[config.mk]
export PLATFORM = sky130hd
export DESIGN_NAME = imem_fetch_responder_flat
export DESIGN_NICKNAME = d
export VERILOG_FILES = /design/src/rtl/imem_fetch_responder_if.sv /design/src/rtl/imem_fetch_responder.sv /design/src/flat_wrapper.sv
export SDC_FILE = /design/constraint.sdc
export NUM_CORES = 1
export LEC_CHECK = 0
export ABC_AREA = 1
export CORE_MARGIN = 2
export CORE_UTILIZATION = 44
export DETAILED_ROUTE_END_ITERATION = 6
export PLACE_DENSITY = 0.79
export SLEW_MARGIN = 20
export SYNTH_ARGS = -nofsm -noshare
export SYNTH_HDL_FRONTEND = slang
export SYNTH_SLANG_ARGS = --single-unit
export TNS_END_PERCENT = 1
[constraint.sdc]
create_clock -name clk -period 1.4 [get_ports clk]
set_input_delay 0.28 -clock clk [delete_from_list [all_inputs] [get_ports clk]]
set_output_delay 0.28 -clock clk [all_outputs]
set_load 0.1 [all_outputs]
[src/rtl/imem_fetch_responder_if.sv]
// imem_fetch_responder_if: fetch-side handshake and byte-wide memory bus of the instruction fetch responder.
interface imem_fetch_responder_if;
    logic        req;
    logic [15:0] addr;
    logic        flush;
    logic [15:0] irnew;
    logic        irvalid;
    logic        busy;
    logic [15:0] mem_addr;
    logic        mem_rd;
    logic [7:0]  mem_data;
    modport slave (input req, addr, flush, mem_data, output irnew, irvalid, busy, mem_addr, mem_rd);
    modport master (output req, addr, flush, mem_data, input irnew, irvalid, busy, mem_addr, mem_rd);
endinterface

[src/rtl/imem_fetch_responder.sv]
// imem_fetch_responder: fetches a 16-bit little-endian instruction word as two byte reads with wait states.
// Optional IMEM_LAST_WORD_HIT_EN re-delivers the last completed word without a bus cycle.
module imem_fetch_responder #(
    parameter int unsigned WAIT_CYCLES = 1,
    parameter logic [15:0] RESET_IR    = 16'h0000
) (
    input logic clk,
    input logic rst,
    imem_fetch_responder_if.slave bus
);
    typedef enum logic [1:0] {IDLE, RD_LO, RD_HI, DONE} state_e;
    localparam logic [3:0] WAIT_LOAD = 4'(WAIT_CYCLES);
    state_e      state_q, state_d;
    logic [3:0]  wcnt_q, wcnt_d;
    logic [14:0] w_q, w_d;
    logic [7:0]  lo_q, lo_d;
    logic [15:0] irnew_q, irnew_d;
    logic [15:0] mem_addr_q, mem_addr_d;
    logic        hit;
`ifdef IMEM_LAST_WORD_HIT_EN
    logic        hit_vld_q, hit_vld_d;
    logic [14:0] hit_addr_q, hit_addr_d;
`endif
    always_comb begin
        state_d    = state_q;
        wcnt_d     = wcnt_q;
        w_d        = w_q;
        lo_d       = lo_q;
        irnew_d    = irnew_q;
        mem_addr_d = mem_addr_q;
        hit        = 1'b0;
`ifdef IMEM_LAST_WORD_HIT_EN
        hit_vld_d  = hit_vld_q & ~bus.flush;
        hit_addr_d = hit_addr_q;
        hit        = hit_vld_q && (bus.addr[15:1] == hit_addr_q);
`endif
        case (state_q)
            IDLE: if (bus.req && !bus.flush) begin
                w_d = bus.addr[15:1];
                if (hit) begin
                    state_d = DONE;
                end else begin
                    state_d    = RD_LO;
                    mem_addr_d = {bus.addr[15:1], 1'b0};
                end
            end
            RD_LO: if (bus.flush) begin
                state_d = IDLE;
            end else if (wcnt_q != 4'd0) begin
                wcnt_d = wcnt_q - 4'd1;
            end else begin
                lo_d       = bus.mem_data;
                state_d    = RD_HI;
                mem_addr_d = {w_q, 1'b1};
            end
            RD_HI: if (bus.flush) begin
                state_d = IDLE;
            end else if (wcnt_q != 4'd0) begin
                wcnt_d = wcnt_q - 4'd1;
            end else begin
                irnew_d = {bus.mem_data, lo_q};
                state_d = DONE;
`ifdef IMEM_LAST_WORD_HIT_EN
                hit_vld_d  = 1'b1;
                hit_addr_d = w_q;
`endif
            end
            default: state_d = IDLE;
        endcase
        // every state entry restarts the per-access wait count
        if (state_d != state_q) wcnt_d = WAIT_LOAD;
    end
    always_ff @(posedge clk) begin
        if (!rst) begin
            state_q    <= IDLE;
            wcnt_q     <= '0;
            w_q        <= '0;
            lo_q       <= '0;
            irnew_q    <= RESET_IR;
            mem_addr_q <= '0;
        end else begin
            state_q    <= state_d;
            wcnt_q     <= wcnt_d;
            w_q        <= w_d;
            lo_q       <= lo_d;
            irnew_q    <= irnew_d;
            mem_addr_q <= mem_addr_d;
        end
    end
`ifdef IMEM_LAST_WORD_HIT_EN
    always_ff @(posedge clk) begin
        if (!rst) begin
            hit_vld_q  <= 1'b0;
            hit_addr_q <= '0;
        end else begin
            hit_vld_q  <= hit_vld_d;
            hit_addr_q <= hit_addr_d;
        end
    end
`endif
    assign bus.irnew    = irnew_q;
    assign bus.irvalid  = (state_q == DONE);
    assign bus.busy     = (state_q != IDLE);
    assign bus.mem_rd   = (state_q == RD_LO) || (state_q == RD_HI);
    assign bus.mem_addr = mem_addr_q;
endmodule

[src/flat_wrapper.sv]
// flat-port wrapper written by rule: the top's interface ports become plain ports
module imem_fetch_responder_flat 
#(
    parameter int unsigned WAIT_CYCLES = 1,
    parameter logic [15:0] RESET_IR    = 16'h0000
)
  (clk, rst, bus_req, bus_addr, bus_flush, bus_mem_data, bus_irnew, bus_irvalid, bus_busy, bus_mem_addr, bus_mem_rd);
  imem_fetch_responder_if bus_i ();
  input logic clk;
  input logic rst;
  input wire logic [$bits(bus_i.req)-1:0] bus_req;
  input wire logic [$bits(bus_i.addr)-1:0] bus_addr;
  input wire logic [$bits(bus_i.flush)-1:0] bus_flush;
  input wire logic [$bits(bus_i.mem_data)-1:0] bus_mem_data;
  output wire logic [$bits(bus_i.irnew)-1:0] bus_irnew;
  output wire logic [$bits(bus_i.irvalid)-1:0] bus_irvalid;
  output wire logic [$bits(bus_i.busy)-1:0] bus_busy;
  output wire logic [$bits(bus_i.mem_addr)-1:0] bus_mem_addr;
  output wire logic [$bits(bus_i.mem_rd)-1:0] bus_mem_rd;
  assign bus_i.req = bus_req;
  assign bus_i.addr = bus_addr;
  assign bus_i.flush = bus_flush;
  assign bus_i.mem_data = bus_mem_data;
  assign bus_irnew = bus_i.irnew;
  assign bus_irvalid = bus_i.irvalid;
  assign bus_busy = bus_i.busy;
  assign bus_mem_addr = bus_i.mem_addr;
  assign bus_mem_rd = bus_i.mem_rd;
  imem_fetch_responder #(.WAIT_CYCLES(WAIT_CYCLES), .RESET_IR(RESET_IR)) u_core (.clk(clk), .rst(rst), .bus(bus_i));
endmodule
==> results of run 1 <==
-- synthesized netlist by cell type, types with 5 or more instances --
cell,instances
ha_1,5
nor2_1,26
buf_2,5
nand3_1,22
dfxtp_1,61
o21ai_1,17
nand2_1,62
a21oi_1,50
a21oi_2,6
clkbuf_1,8
inv_1,43
o21ai_0,23
-- where the power goes --
group	leakage [nW]	internal (mW)	switching, mW
Sequential	0.500	1.90	0.138
Combinational	1.12	0.954	1.47
Clock	0.0987	0.811	0.680
-- routing by layer --
layer / vias to the layer above / wire (um)
met5: - / 0
met4: 0 / 131
met3: 14 / 263
met2: 71 / 3730
met1: 1190 / 2710
li1: 1319 / -
-- worst register-to-register path, cell delays in order (launching register included) --
cell and delay, ns:
dfxtp_2 0.36, buf_6 0.14, ha_4 0.14, nor2_1 0.05
nor2_1 0.12, nand3_1 0.11, nand2_1 0.09, nand2_1 0.09
nand2_1 0.11, nand4_1 0.18, nor2_1 0.17
-- area by class of cell --
class                           instances  area share [%]
Multi-Input combinational cell        224            29.7
Clock buffer                            9            2.86
Sequential cell                        61            28.4
Inverter                               48            4.65
Tap cell                               75            2.17
Clock inverter                          7            1.53
Timing Repair Buffer                  100            30.8
-- path summary, 6_finish.rpt --
check / startpoint / to / slack (ns) / cells past startpoint
max: u_core.state_q[1] / u_core.wcnt_q[2] / -0.21 / 10
min reg2reg: u_core.w_q[13] / u_core.w_q[13] / 0.45 / 2
max reg2reg: u_core.state_q[1] / u_core.wcnt_q[2] / -0.21 / 10
min: u_core.w_q[13] / u_core.w_q[13] / 0.45 / 2
-- state kept, by name (all words and copies together), names as in the netlist --
register             cells
u_core.bus.irnew        16
u_core.bus.mem_addr     16
u_core.lo_q              8
u_core.state_q           2
u_core.w_q              15
u_core.wcnt_q            4
-- timing repair --
| action | CTS | global route |
|---|---|---|
| hold endpoints to repair | 0 | 0 |
| pin swaps | 3 | 7 |
| endpoints found under the setup margin | 49 | 62 |
| gates resized for setup | 21 | 36 |
| buffers inserted | 3 | 0 |
-- per-stage QoR --
step | setup TNS (ns) | util (%) | total power, mW | cell area [um^2]
3_3_place_gp | -10.60 | 67.4 | 4.29 | 3940
3_5_place_dp | -12.93 | 67.4 | 4.34 | 3940
6_report | -2.20 | 74.1 | 5.95 | 4330
5_1_grt | -4.50 | 74.1 | 6.22 | 4330
2_1_floorplan | -5.52 | - | 3.45 | 2680
4_1_cts | -2.20 | 71.7 | 5.88 | 4190
-- kinds of logic (layout without fill, tap and decap cells) --
logic type / count (synthesis) / after routing / share of synthesized area, %
xor gates and xnor gates: 2 / 2 / 0.667
DFF: 61 / 61 / 46.5
buffers and inverters: 67 / 164 / 11.1
adders and majority gates: 5 / 5 / 2.38
and+or+nand+nor: 119 / 119 / 19.3
AOI/OAI and AO/OA: 98 / 98 / 20.1
==> results.yml, run 1 <==
sta:
  finalSetupViolCount: 30
  holdWs_ns: 0.449
  grt_setup_unrepaired: "true"
  final.setup_skew_ns: 0.00674
  drv_slew: 0
  post-route-min-period_ns: 1.61
  max-slew-margin-rel_pct: 83.5
  max_freq_mhz: 619
  worstMarginPinSlew_ns: 0.244
  fin_crit_sh_pct: 115
  hold_viol_final: 0
  fin_ws_ns: -0.214
power:
  ir_worst_vdd_mv: 1.12
  power.leakage_nw: 1.72
  power_density_mw_per_mm2: 1370
clocking:
  hold_buffers: 0
  clk_pin_slew_worst_paths_ns: 0.07
  clock-sinks: 61
  clock_latency_ns: 0.34
  cts_inserted_buffers: 9
  h-tree-depth: 3
  clockRootBuffer: "clkbuf_8"
  cts_tree: "yes"
  cts_buffer_depth: 2
status:
  failed_checks: "setup timing"
  status: "complete, but fails checks"
floorplan:
  io_pins: 63
  core-area_mm2: 0.00585
  start_util_pct: 44.9
  die_y_um: 81.2
  design.die.area_mm2: 0.00660
  fp.dieW_um: 81.2
  rows: 28
grt:
  grt_use_met2_pct: 36.3
  overflow: 0
  track_usage_pct: 21.1
  grt_pass1_wl_um: 10700
  grt_antenna_before_repair: 0
  grt_pass1_vias: 2408
  grt_start_max_net_pins: 33
  gr-usage-met3_pct: 5.11
  gr-max-usage-layer: "met2"
  use_met1_pct: 25.3
detailed_routing:
  drt_wl_total_um: 6840
  vias_per_cell: 4.95
  ant_nets: 0
  vias: 2594
  routedWlPerCell_um: 13.0
  dr.pass1.iters: 5
  drtIter0Drc: 158
  post-route-drc-count: 0
cells_and_area:
  final_cell_mix: "nand2_1, dfxtp_1, a21oi_1"
  finish.net_count: 477
  syn_to_final_growth_pct: 65.1
  antenna_cells: 0
  final_common_cell: "nand2_1"
  fin_cells: 524
  drive_gt1_share_pct: 32.5
  multiInputGateArea_mm2: 0.00128
  fillCellCount: 391
  seq_area_mm2: 0.00123
critical_path:
  critPathCaptureType: "flip-flop"
  path_cells: "buf_6 > ha_4 > nor2_1 > nor2_1 > nand3_1 > nand2_1 > nand2_1 > nand2_1 > nand4_1 > nor2_1"
  worst_path_max_delay_cell: "dfxtp_2"
  slowest_delay_ns: 0.36
  critical_path_required_ns: 1.66
  critPathLaunchType: "flip-flop"
  cp_max_fo: 4
  worstSetupPathType: "reg2reg"
  cpLargestDelayFamily: "simple AND/OR/NAND/NOR gates"
  critPathArrivalTime_ns: 1.88
  critPathBufInv: 1
logic_synthesis:
  syn_inst: 352
  ys_seq_elements: 61
  syn_area_mm2: 0.00263
  yosysTopAreaCell: "dfxtp_1"
  yosysUniqueCellTypes: 28
  yosysWarningCount: 0
  synth_top_cell_area_share_pct: 46.5
  seq_area_frac_synth_pct: 46.5
  synth.area.top_cells: "dfxtp_1, a21oi_1, nand2_1"
  synth_edf_count: 0
  synth_async_sr_flop_share_pct: 0
  avgSynthCellArea_um2: 7.46
  synthesis.nets: 385
  synth-main-ff-cell: "dfxtp_1"
worst_hold_path:
  min_path_type: "reg2reg"
placement:
  dp.cells: 505
  gp_congestion: 0.881
  place_ws_ns: -0.318
  io_buffers: 61
  dpl.hpwl_um: 4680
job:
  maxCapViolations: 0
Note: power is estimated with default switching activity, not from simulation.
==> run 2: changes to the inputs <==
Settings changed: CTS_CLUSTER_SIZE from default to 20.
==> results of run 2 <==
No change in the layout: final DEF, timing and power equal those of run 1.
